==> config.mk <==
export PLATFORM = sky130hd
export DESIGN_NAME = imem_loader_flat
export DESIGN_NICKNAME = d
export VERILOG_FILES = /design/src/rtl/imem_loader_if.sv /design/src/rtl/imem_loader.sv /design/src/flat_wrapper.sv
export SDC_FILE = /design/constraint.sdc
export NUM_CORES = 1
export LEC_CHECK = 0
export CAP_MARGIN = 5
export CORE_ASPECT_RATIO = 0.9
export CORE_MARGIN = 3
export CORE_UTILIZATION = 59
export DETAILED_ROUTE_END_ITERATION = 6
export PLACE_DENSITY = 0.93
export RECOVER_POWER = 100
export SYNTH_ARGS = -nofsm -noshare
export SYNTH_HDL_FRONTEND = slang
export SYNTH_SLANG_ARGS = --single-unit
==> constraint.sdc <==
create_clock -name Clk -period 2.9 [get_ports Clk]
set_input_delay 0.58 -clock Clk [delete_from_list [all_inputs] [get_ports Clk]]
set_output_delay 0.58 -clock Clk [all_outputs]
set_load 0.02 [all_outputs]
==> src/rtl/imem_loader_if.sv <==
// Host byte stream, IMEM write port and CPU control signals of the program loader.
interface imem_loader_if #(
  parameter int ADDR_WIDTH = 10
);
  logic                  Load_Start;
  logic [ADDR_WIDTH:0]   Load_Words;
  logic [7:0]            Byte_In;
  logic                  Byte_Valid;
  logic                  Byte_Ready;
  logic                  Mem_WrEn;
  logic [ADDR_WIDTH-1:0] Mem_Addr;
  logic [31:0]           Mem_Din;
  logic                  Cpu_Hold;
  logic                  Cpu_Reset;
  logic                  Busy;
  logic                  Done;
  logic                  Err;

  modport master (
    output Load_Start, Load_Words, Byte_In, Byte_Valid,
    input  Byte_Ready, Mem_WrEn, Mem_Addr, Mem_Din, Cpu_Hold, Cpu_Reset, Busy, Done, Err
  );

  modport slave (
    input  Load_Start, Load_Words, Byte_In, Byte_Valid,
    output Byte_Ready, Mem_WrEn, Mem_Addr, Mem_Din, Cpu_Hold, Cpu_Reset, Busy, Done, Err
  );
endinterface

==> src/rtl/imem_loader.sv <==
// Program loader: assembles a little-endian byte stream into 32-bit words, writes them
// to IMEM from address 0 while holding fetch, then pulses a fetch-stage reset.
module imem_loader #(
  parameter int ADDR_WIDTH = 10
) (
  input logic          Clk,
  input logic          Reset_n,
  imem_loader_if.slave bus
);
  localparam logic [ADDR_WIDTH:0] DEPTH = {1'b1, {ADDR_WIDTH{1'b0}}};

  typedef enum logic [1:0] {S_IDLE, S_LOAD, S_DONE} state_e;

  state_e                state_q, state_d;
  logic [ADDR_WIDTH:0]   count_q, count_d;
  logic [ADDR_WIDTH:0]   word_cnt_q, word_cnt_d;
  logic [ADDR_WIDTH:0]   word_cnt_inc;
  logic [1:0]            idx_q, idx_d;
  logic [23:0]           buf_q, buf_d;
  logic [ADDR_WIDTH-1:0] addr_q, addr_d;
  logic                  last_q, last_d;
  logic                  wr_en_q, wr_en_d;
  logic [ADDR_WIDTH-1:0] mem_addr_q, mem_addr_d;
  logic [31:0]           mem_din_q, mem_din_d;
  logic                  err_q, err_d;
  logic                  byte_ready;
  logic                  xfer;

  // last_q marks the final write cycle inside LOAD: intake stops, DONE follows.
  assign byte_ready   = (state_q == S_LOAD) && !last_q;
  assign xfer         = byte_ready && bus.Byte_Valid;
  assign word_cnt_inc = word_cnt_q + 1'b1;

  always_comb begin
    state_d    = state_q;
    count_d    = count_q;
    word_cnt_d = word_cnt_q;
    idx_d      = idx_q;
    buf_d      = buf_q;
    addr_d     = addr_q;
    last_d     = last_q;
    wr_en_d    = 1'b0;
    mem_addr_d = mem_addr_q;
    mem_din_d  = mem_din_q;
    err_d      = 1'b0;
    case (state_q)
      S_IDLE: begin
        if (bus.Load_Start) begin
          if ((bus.Load_Words != '0) && (bus.Load_Words <= DEPTH)) begin
            count_d    = bus.Load_Words;
            word_cnt_d = '0;
            idx_d      = '0;
            buf_d      = '0;
            addr_d     = '0;
            mem_addr_d = '0;
            last_d     = 1'b0;
            state_d    = S_LOAD;
          end else begin
            err_d = 1'b1;
          end
        end
      end
      S_LOAD: begin
        if (last_q) begin
          state_d = S_DONE;
        end else if (xfer) begin
          idx_d = idx_q + 2'd1;
          case (idx_q)
            2'd0: buf_d[7:0]   = bus.Byte_In;
            2'd1: buf_d[15:8]  = bus.Byte_In;
            2'd2: buf_d[23:16] = bus.Byte_In;
            default: begin
              mem_din_d  = {bus.Byte_In, buf_q};
              mem_addr_d = addr_q;
              addr_d     = addr_q + 1'b1;
              wr_en_d    = 1'b1;
              word_cnt_d = word_cnt_inc;
              if (word_cnt_inc == count_q) last_d = 1'b1;
            end
          endcase
        end
      end
      S_DONE: begin
        last_d  = 1'b0;
        state_d = S_IDLE;
      end
      default: state_d = S_IDLE;
    endcase
  end

  always_ff @(posedge Clk or negedge Reset_n) begin
    if (!Reset_n) begin
      state_q    <= S_IDLE;
      count_q    <= '0;
      word_cnt_q <= '0;
      idx_q      <= '0;
      buf_q      <= '0;
      addr_q     <= '0;
      last_q     <= 1'b0;
      wr_en_q    <= 1'b0;
      mem_addr_q <= '0;
      mem_din_q  <= '0;
      err_q      <= 1'b0;
    end else begin
      state_q    <= state_d;
      count_q    <= count_d;
      word_cnt_q <= word_cnt_d;
      idx_q      <= idx_d;
      buf_q      <= buf_d;
      addr_q     <= addr_d;
      last_q     <= last_d;
      wr_en_q    <= wr_en_d;
      mem_addr_q <= mem_addr_d;
      mem_din_q  <= mem_din_d;
      err_q      <= err_d;
    end
  end

  assign bus.Byte_Ready = byte_ready;
  assign bus.Mem_WrEn   = wr_en_q;
  assign bus.Mem_Addr   = mem_addr_q;
  assign bus.Mem_Din    = mem_din_q;
  assign bus.Cpu_Hold   = (state_q != S_IDLE);
  assign bus.Busy       = (state_q != S_IDLE);
  assign bus.Cpu_Reset  = (state_q == S_DONE);
  assign bus.Done       = (state_q == S_DONE);
  assign bus.Err        = err_q;
endmodule

==> src/flat_wrapper.sv <==
// flat-port wrapper written by rule: the top's interface ports become plain ports
module imem_loader_flat 
#(
  parameter int ADDR_WIDTH = 10
)
  (Clk, Reset_n, bus_Load_Start, bus_Load_Words, bus_Byte_In, bus_Byte_Valid, bus_Byte_Ready, bus_Mem_WrEn, bus_Mem_Addr, bus_Mem_Din, bus_Cpu_Hold, bus_Cpu_Reset, bus_Busy, bus_Done, bus_Err);
  imem_loader_if #(.ADDR_WIDTH(ADDR_WIDTH)) bus_i ();
  input logic Clk;
  input logic Reset_n;
  input wire logic [$bits(bus_i.Load_Start)-1:0] bus_Load_Start;
  input wire logic [$bits(bus_i.Load_Words)-1:0] bus_Load_Words;
  input wire logic [$bits(bus_i.Byte_In)-1:0] bus_Byte_In;
  input wire logic [$bits(bus_i.Byte_Valid)-1:0] bus_Byte_Valid;
  output wire logic [$bits(bus_i.Byte_Ready)-1:0] bus_Byte_Ready;
  output wire logic [$bits(bus_i.Mem_WrEn)-1:0] bus_Mem_WrEn;
  output wire logic [$bits(bus_i.Mem_Addr)-1:0] bus_Mem_Addr;
  output wire logic [$bits(bus_i.Mem_Din)-1:0] bus_Mem_Din;
  output wire logic [$bits(bus_i.Cpu_Hold)-1:0] bus_Cpu_Hold;
  output wire logic [$bits(bus_i.Cpu_Reset)-1:0] bus_Cpu_Reset;
  output wire logic [$bits(bus_i.Busy)-1:0] bus_Busy;
  output wire logic [$bits(bus_i.Done)-1:0] bus_Done;
  output wire logic [$bits(bus_i.Err)-1:0] bus_Err;
  assign bus_i.Load_Start = bus_Load_Start;
  assign bus_i.Load_Words = bus_Load_Words;
  assign bus_i.Byte_In = bus_Byte_In;
  assign bus_i.Byte_Valid = bus_Byte_Valid;
  assign bus_Byte_Ready = bus_i.Byte_Ready;
  assign bus_Mem_WrEn = bus_i.Mem_WrEn;
  assign bus_Mem_Addr = bus_i.Mem_Addr;
  assign bus_Mem_Din = bus_i.Mem_Din;
  assign bus_Cpu_Hold = bus_i.Cpu_Hold;
  assign bus_Cpu_Reset = bus_i.Cpu_Reset;
  assign bus_Busy = bus_i.Busy;
  assign bus_Done = bus_i.Done;
  assign bus_Err = bus_i.Err;
  imem_loader #(.ADDR_WIDTH(ADDR_WIDTH)) u_core (.Clk(Clk), .Reset_n(Reset_n), .bus(bus_i));
endmodule
==> out/qor.txt, run 1 <==
Outcome = complete, no violations
Final Setup Violations = 0
Critical Path Fanout Max = 27
Grt total ovfl = 0
Min Clock Period, post-route = 2730 ps
Adder-cell share of the synthesized area = 1.49%
Startpoint types = primary input
Synth Area in Compound Gates = 11.1%
Core area = 0.00815 mm^2
Buffers on Ports = 71
PnR worst setup slack = 168 ps
Largest cells by area after synthesis = dfrtp_1 52%, nand2_1 8.8%, mux2_4 4.8%
Total track usage = 26.9%
Leak = 0.00272 uW
CTS Hold Bufs = 0
Worst path arrival time = 3040 ps
Combinational share of power = 42.9%
Final period utilization = 94.2%
Top_reg_cell synth = dfrtp_1
Antenna diode count = 0
Pin count of the biggest net entering global routing = 56
Via count = 4,077
RSZ-0062 raised after global routing = false
Min-Delay Path Class = register to register
Main combinational cell family by area after synthesis = simple AND/OR/NAND/NOR gates
Share of the yosys chip area belonging to registers = 52.3%
Reg clk slew, reported paths = 90 ps
Synth Area in Simple Gates = 20.7%
DP Worst Slack = -146 ps
Chip Height = 93.5 um
Initial antenna violation count = 0
Clock Path Buffers = 2
R2r worst-path depth = 6
PD cells = 996 mW/mm^2
Worst Tran Pin Value = 1340 ps
Gr busiest metal = met2
RePlAce Congestion = 0.885
Num Clock Sinks = 105
Top cells by count, synth = 118 x nand2_1, 105 x dfrtp_1, 30 x o21ai_0
Met2 Use GR = 44.2%
Share of the synthesized area in the top cell type = 52.3%
Worst EP required = 3210 ps
Xor/xnor share of the synthesized area = 1.74%
Max IR drop VDD = 461 uV
Post-detail-place hpwl = 8070 um
Syn_nets = 524
Fmax = 366 MHz
Design internal power = 3520 uW
Share of cells above drive strength 1 = 9.43%
DP Cell Count = 646
Number of CTS-inserted buffers = 9
DRC Markers = 0
First-pass GRT wire length = 20,100 um
Root Buffer = clkbuf_8
Synthesized area per cell = 10.1 um^2
WHS = 481 ps
Die W = 103 um
Clk pwr share = 15.7%
Vias in the first global route = 4,092
Final hold vios = 0
Power, Total = 5890 uW
Clock latency on the worst-skew pair = 370 ps
Met1 usage = 35.6%
Nets = 587
Initial Utilization = 61.7%
Synth area leader = dfrtp_1
Post-synthesis mux area share = 8.99%
Sw Share = 40.2%
Hold depth = 2
# rows = 31
Yosys warns = 0
First drt pass iteration count = 5
Syn-to-layout area delta = 17.8%
Post-Syn Area = 0.00502 mm^2
Ys async rst share = 100%
Routed WL = 12,400 um
H-tree Lvls = 3
DR WL/cell = 18.7 um
ANT nets after route = 0
GR Layer Usage met3 = 5.29%
Post-DR vias/cell = 6.17
Seq pwr share = 41.4%
Number of synthesized flops with an enable pin = 0
Register bit total from synthesis = 105
DRT iter0 DRCs = 346
Ports = 72
Crit. End Element = register
Post-Syn Instances = 495
Most common cell in the synthesized netlist = nand2_1
NetSw = 2370 uW
Slew Limit Fails = 0
Clock Skew = 8.88 ps
Final std cells w/o fill = 661
Setup Fix Bufs, Post-CTS = 0
Netlist cell types = 61
Max-Cap Viols = 0
Kind of critical path = primary input to register
Rel. slew slack = 10.8%
Die ar. = 0.00966 mm^2
Cts repair resizes = 0
CTS tree = built
==> through the flow <==
step           util, %  setup TNS (ps)  cell area, um^2
2_1_floorplan        -               0             5020
3_3_place_gp      71.7            -289             5840
3_5_place_dp      71.7           -1170             5840
4_1_cts           74.1               0             6040
5_1_grt           72.7               0             5920
6_report          72.7               0             5920
==> per-layer routing <==
layer	wire length, um	part of all wire (%)	vias up
met1	4970	40	1984
met5	0	0	-
met4	317	2.6	0
met3	828	6.7	41
met2	6250	51	215
li1	-	-	1837
==> worst paths after layout <==
check                      slack, ps                                  to                                from
setup / recovery                 170  u_core.bus.Mem_Din[20]$_DFFE_PN0P_                      bus_Byte_Valid
hold / removal                   480  u_core.bus.Mem_Din[28]$_DFFE_PN0P_  u_core.bus.Mem_Din[28]$_DFFE_PN0P_
setup reg to reg                 340  u_core.bus.Mem_Din[20]$_DFFE_PN0P_       u_core.state_q[1]$_DFFE_PN0P_
hold reg to reg                  480  u_core.bus.Mem_Din[28]$_DFFE_PN0P_  u_core.bus.Mem_Din[28]$_DFFE_PN0P_
max in group asynchronous        530  u_core.bus.Mem_Din[29]$_DFFE_PN0P_                             Reset_n
min in group asynchronous        490            u_core.bus.Err$_DFF_PN0_                             Reset_n
==> layout make-up <==
| class | count | area [um^2] |
|---|---|---|
| sequential | 105 | 2630 |
| fill | 557 | 2230 |
| multi-input combinational | 350 | 2150 |
| timing repair buffer | 83 | 783 |
| clock buffer | 13 | 159 |
| tap | 99 | 124 |
| clock inverter | 2 | 37.5 |
| inverter | 9 | 33.8 |
==> power groups by stage <==
| stage | logic [uW] | registers (uW) | clock network [uW] |
|---|---|---|---|
| 2_1_floorplan | 1540 | 2610 | 0 |
| 6_report | 2530 | 2440 | 925 |
| 3_5_place_dp | 2750 | 2440 | 0 |
| 4_1_cts | 2800 | 2440 | 931 |
| 3_3_place_gp | 2610 | 2420 | 0 |
| 5_1_grt | 2740 | 2500 | 985 |
==> registers in the layout, indices dropped and copies added, names as in the netlist <==
signal / cells
u_core.bus.Mem_WrEn: 1
u_core.buf_q: 24
u_core.addr_q: 10
u_core.state_q: 2
u_core.word_cnt_q: 11
u_core.bus.Mem_Addr: 10
u_core.idx_q: 2
u_core.count_q: 11
u_core.last_q: 1
u_core.bus.Mem_Din: 32
u_core.bus.Err: 1
==> layout by cell type, fill, tap and decap left out, drive strengths merged, types with 2 or more instances in the layout <==
cell type      count
clkbuf            20
o21ai             32
xor2               3
nand3b             3
dfrtp            105
nand4              4
ha                 6
and3               4
a31oi              5
nor3               4
and4               3
o31ai             24
dlygate4sd3       50
a21oi             13
nor2b              3
nand2b             4
or4                4
xnor2              7
or2                2
or3                3
and2              14
mux2              33
nand2            118
clkdlybuf4s50     20
o41ai              2
nor3b              3
inv                9
nand3             14
nor2              21
mux2i              2
buf                6
==> cells by family (layout without fill, tap and decap cells) <==
group,Yosys count,after routing
AND/OR/NAND/NOR,211,211
flip-flops,105,105
AO/OA/AOI/OAI,88,88
buffers and inverters,40,107
multiplexers,35,35
XOR/XNOR,10,10
adder cells (fa/ha/maj),6,6
==> worst max-delay path, stage by stage <==
cell and delay, ps:
dlygate4sd3_1 550, and4bb_1 440, nand2_1 160, inv_1 460, clkbuf_2 570, nand2_1 180, nand2_1 90
(Power assumes the default switching activity.)
==> run 2, diff against run 1 <==
--- a/config.mk
+++ b/config.mk
@@ -7,10 +7,10 @@
 export LEC_CHECK = 0
 export CAP_MARGIN = 5
 export CORE_ASPECT_RATIO = 0.9
-export CORE_MARGIN = 3
-export CORE_UTILIZATION = 59
+export CORE_MARGIN = 4
+export CORE_UTILIZATION = 44
 export DETAILED_ROUTE_END_ITERATION = 6
-export PLACE_DENSITY = 0.93
+export PLACE_DENSITY = 0.75
 export RECOVER_POWER = 100
 export SYNTH_ARGS = -nofsm -noshare
 export SYNTH_HDL_FRONTEND = slang
==> out/qor.txt, run 2 (synthesis results as in run 1) <==
Antenna diode count = 0
Worst Tran Pin Value = 1270 ps
Design internal power = 3690 uW
Min-Delay Path Class = primary input to async pin
Root Buffer = clkbuf_16
Seq pwr share = 39.5%
NetSw = 2390 uW
Final std cells w/o fill = 718
PD cells = 992 mW/mm^2
Clk pwr share = 20.0%
Reg-to-reg startpoint = u_core.state_q[0]$_DFFE_PN0P_
Combinational share of power = 40.5%
DRT iter0 DRCs = 237
Clock Skew = 11.3 ps
Fillers = 1,012
DP Cell Count = 702
Chip Height = 109 um
RePlAce Congestion = 0.915
DRC Markers = 0
Rel. slew slack = 15.4%
Share of cells above drive strength 1 = 10.1%
Num Clock Sinks = 105
Vias in the first global route = 3,878
Worst EP required = 3170 ps
DR WL/cell = 16.0 um
Max-Cap Viols = 0
Final hold vios = 0
Finished Core Util = 55.7%
Cts repair resizes = 0
Commonest cells after routing, fill and taps aside = 118 x nand2_1, 105 x dfrtp_1, 50 x dlygate4sd3_1
Post-DR vias/cell = 5.38
FF-to-FF End = u_core.bus.Mem_Din[9]$_DFFE_PN0P_
Number of CTS-inserted buffers = 9
Core area = 0.0110 mm^2
Clock latency on the worst-skew pair = 350 ps
Syn-to-layout area delta = 21.9%
Crit. End Element = register
Ports = 72
First-pass GRT wire length = 19,500 um
Setup TNS = 0 ps
Reg clk slew, reported paths = 80 ps
Grt total ovfl = 0
Initial antenna violation count = 0
Routed WL = 11,500 um
Total track usage = 18.4%
Sw Share = 39.3%
DP Worst Slack = -114 ps
Nets = 590
Buffers on Ports = 71
CTS Hold Bufs = 0
Die W = 121 um
Die ar. = 0.0132 mm^2
Post-detail-place hpwl = 8160 um
Slew Limit Fails = 0
First drt pass iteration count = 4
Setup Fix Bufs, Post-CTS = 0
Worst path arrival time = 3000 ps
PnR worst setup slack = 176 ps
Clock Path Buffers = 2
R2r setup slk = 490 ps
Max reg flops = 32
Fmax = 367 MHz
Outcome = complete, no violations
# rows = 36
Min Clock Period, post-route = 2720 ps
R2r worst-path depth = 6
Kind of critical path = primary input to register
Startpoint types = primary input
Max IR drop VDD = 405 uV
RSZ-0062 raised after global routing = false
Most common cell after layout, fill and taps aside = nand2_1
Pin count of the biggest net entering global routing = 60
Final Setup Violations = 0
Initial Utilization = 45.7%
Instance area after placement = 0.00592 mm^2
Via count = 3,861
ANT nets after route = 0
CTS tree = built
H-tree Lvls = 3
Critical Path Fanout Max = 24
Leak = 0.00278 uW
Design area = 0.00612 mm^2
Final period utilization = 93.9%
## run 2: layout make-up
| class | count | area [um^2] | share of cell area, % |
|---|---|---|---|
| flip-flops and latches | 105 | 2630 | 42.9 |
| multi-input cells | 350 | 2140 | 35.0 |
| repair buffers | 86 | 820 | 13.4 |
| clock buffers | 9 | 225 | 3.68 |
| well taps | 152 | 190 | 3.11 |
| clock inverters | 7 | 83.8 | 1.37 |
| inverters | 9 | 33.8 | 0.552 |
## run 2: power groups by stage
stage / Sequential (uW) / Combinational, uW / Clock, uW
6_report: 2400 / 2460 / 1220
5_1_grt: 2480 / 2700 / 1310
4_1_cts: 2420 / 2750 / 1240
3_5_place_dp: 2440 / 2730 / 0
3_3_place_gp: 2420 / 2640 / 0
2_1_floorplan: 2610 / 1540 / 0
## run 2: worst max path at each step
stage	from	slack [ps]	end
after global placement	bus_Load_Words[7]	-50	u_core.buf_q[19]$_DFFE_PN0P_
after CTS	bus_Load_Words[1]	250	u_core.addr_q[7]$_DFFE_PN0P_
after detailed placement	bus_Load_Words[1]	-110	u_core.addr_q[7]$_DFFE_PN0P_
after floorplan	bus_Load_Words[1]	460	u_core.buf_q[0]$_DFFE_PN0P_
final	bus_Load_Words[6]	180	u_core.addr_q[7]$_DFFE_PN0P_
after global routing	Reset_n	80	u_core.word_cnt_q[4]$_DFFE_PN0P_
## run 2: metal layers
layer  global-route usage, %  part of all wire [%]  wire [um]
met1                    24.6                    44       5020
met2                    30.6                    50       5750
met3                    4.01                   5.0        575
met4                    5.34                   1.3        147
met5                       0                     0          0
## run 2: worst max-delay path, cell delays in order
cell and delay (ps):
clkdlybuf4s50_1 440, or4_1 630, or4b_1 610, nand4b_4 200, buf_4 260, o21ai_0 130
a21oi_1 150
## run 2: stage by stage
stage          hold slack [ps]  total power, uW
2_1_floorplan              284             4160
3_3_place_gp               447             5060
3_5_place_dp               463             5180
4_1_cts                    265             6400
5_1_grt                    495             6480
6_report                   450             6070
==> run 3, diff against run 2 <==
--- a/config.mk
+++ b/config.mk
@@ -9,6 +9,7 @@
 export CORE_ASPECT_RATIO = 0.9
 export CORE_MARGIN = 4
 export CORE_UTILIZATION = 44
+export CTS_BUF_LIST = sky130_fd_sc_hd__clkbuf_8
 export DETAILED_ROUTE_END_ITERATION = 6
 export PLACE_DENSITY = 0.75
 export RECOVER_POWER = 100
==> out/qor.txt, run 3 (synthesis results as in run 1) <==
Outcome = complete, no violations
Number of CTS-inserted buffers = 9
Total track usage = 18.2%
Post-detail-place hpwl = 8160 um
Final period utilization = 93.0%
DR WL/cell = 15.8 um
Worst EP required = 3190 ps
Ports = 72
Leak = 0.00274 uW
RePlAce Congestion = 0.915
Die ar. = 0.0132 mm^2
Cts repair resizes = 0
Reg clk slew, reported paths = 110 ps
Rel. slew slack = 15.9%
Num Clock Sinks = 105
Core area = 0.0110 mm^2
Slew Limit Fails = 0
R2r setup slk = 510 ps
Initial Utilization = 45.7%
Nets = 590
DRC Markers = 0
# rows = 36
Max reg flops = 32
Final Setup Violations = 0
Instance area after placement = 0.00592 mm^2
CTS tree = built
Setup TNS = 0 ps
Kind of critical path = primary input to register
Max-Cap Viols = 0
Root Buffer = clkbuf_8
Startpoint types = primary input
DRT iter0 DRCs = 217
Min-Delay Path Class = primary input to async pin
Power, Total = 5760 uW
Syn-to-layout area delta = 20.0%
Initial antenna violation count = 0
Clock Skew = 13.1 ps
Min Clock Period, post-route = 2700 ps
Most common cell after layout, fill and taps aside = nand2_1
DP Cell Count = 702
Setup Fix Bufs, Post-CTS = 0
Buf/Inv on CP = 2
Via count = 3,834
CP cell instances = clkdlybuf4s50_1 -> or4_1 -> or4b_1 -> nand4b_4 -> buf_4 -> o21ai_0 -> a21oi_1
Share of cells above drive strength 1 = 10.2%
Vias in the first global route = 3,864
H-tree Lvls = 3
Commonest cells after routing, fill and taps aside = 118 x nand2_1, 105 x dfrtp_1, 50 x dlygate4sd3_1
WHS = 428 ps
Critical Path Fanout Max = 24
Grt total ovfl = 0
Family with the most delay on the worst path = simple AND/OR/NAND/NOR gates
RSZ-0062 raised after global routing = false
Antenna diode count = 0
Worst Tran Pin Value = 1260 ps
Routed WL = 11,300 um
Crit. End Element = register
Worst path arrival time = 2990 ps
Max IR drop VDD = 443 uV
CP max stage delay = 620 ps
Design area = 0.00603 mm^2
Clock latency on the worst-skew pair = 370 ps
ANT nets after route = 0
First drt pass iteration count = 5
Die W = 121 um
Chip Height = 109 um
PD cells = 956 mW/mm^2
Buffers on Ports = 71
Final hold vios = 0
CTS Hold Bufs = 0
Slowest CP cell = or4_1
Pin count of the biggest net entering global routing = 60
Post-DR vias/cell = 5.34
Clock Path Buffers = 2
Final std cells w/o fill = 718
First-pass GRT wire length = 19,300 um
Fmax = 371 MHz
==> run 3: cell counts in the layout (fill, tap and decap cells not counted) <==
No cell type changed its count.
==> run 3: final timing paths <==
path	start	to	depth (start not counted)
max in group asynchronous	Reset_n	u_core.bus.Mem_Din[17]$_DFFE_PN0P_	2
setup reg to reg	u_core.state_q[0]$_DFFE_PN0P_	u_core.bus.Mem_Din[9]$_DFFE_PN0P_	6
hold reg to reg	u_core.bus.Mem_Din[27]$_DFFE_PN0P_	u_core.bus.Mem_Din[27]$_DFFE_PN0P_	2
hold / removal	Reset_n	u_core.count_q[9]$_DFFE_PN0P_	1
min in group Clk	u_core.bus.Mem_Din[27]$_DFFE_PN0P_	u_core.bus.Mem_Din[27]$_DFFE_PN0P_	2
setup / recovery	bus_Load_Words[6]	u_core.addr_q[7]$_DFFE_PN0P_	7
==> run 3: final cells by class <==
class                      instances  area (um^2)
multi-input combinational        350         2150
clock inverter                     7         83.8
timing repair buffer              86          820
tap                              152          190
sequential                       105         2630
clock buffer                       9          124
inverter                           9         33.8
fill                            1024         4960
==> run 3: per-stage QoR <==
stage	worst slack [ps]	utilization, %
after floorplan	465	-
after global placement	-54.6	53.9
after detailed placement	-114	53.9
after CTS	265	55.8
after global routing	91.2	54.8
final	203	54.8
==> run 3: power by group <==
part | switching, uW | total (uW) | internal, uW | leakage (uW)
logic | 1400 | 2470 | 1060 | 0.00130
clock network | 557 | 901 | 343 | 0.000103
registers | 380 | 2400 | 2020 | 0.00134
total | 2340 | 5760 | 3420 | 0.00274
==> run 3: routing by layer <==
layer | vias up | global-route usage (%) | share of wire, %
met3 | 14 | 3.81 | 4.6
met2 | 82 | 30.0 | 50
met5 | - | 0 | 0
met1 | 1896 | 24.5 | 44
li1 | 1842 | - | -
met4 | 0 | 5.66 | 1.3
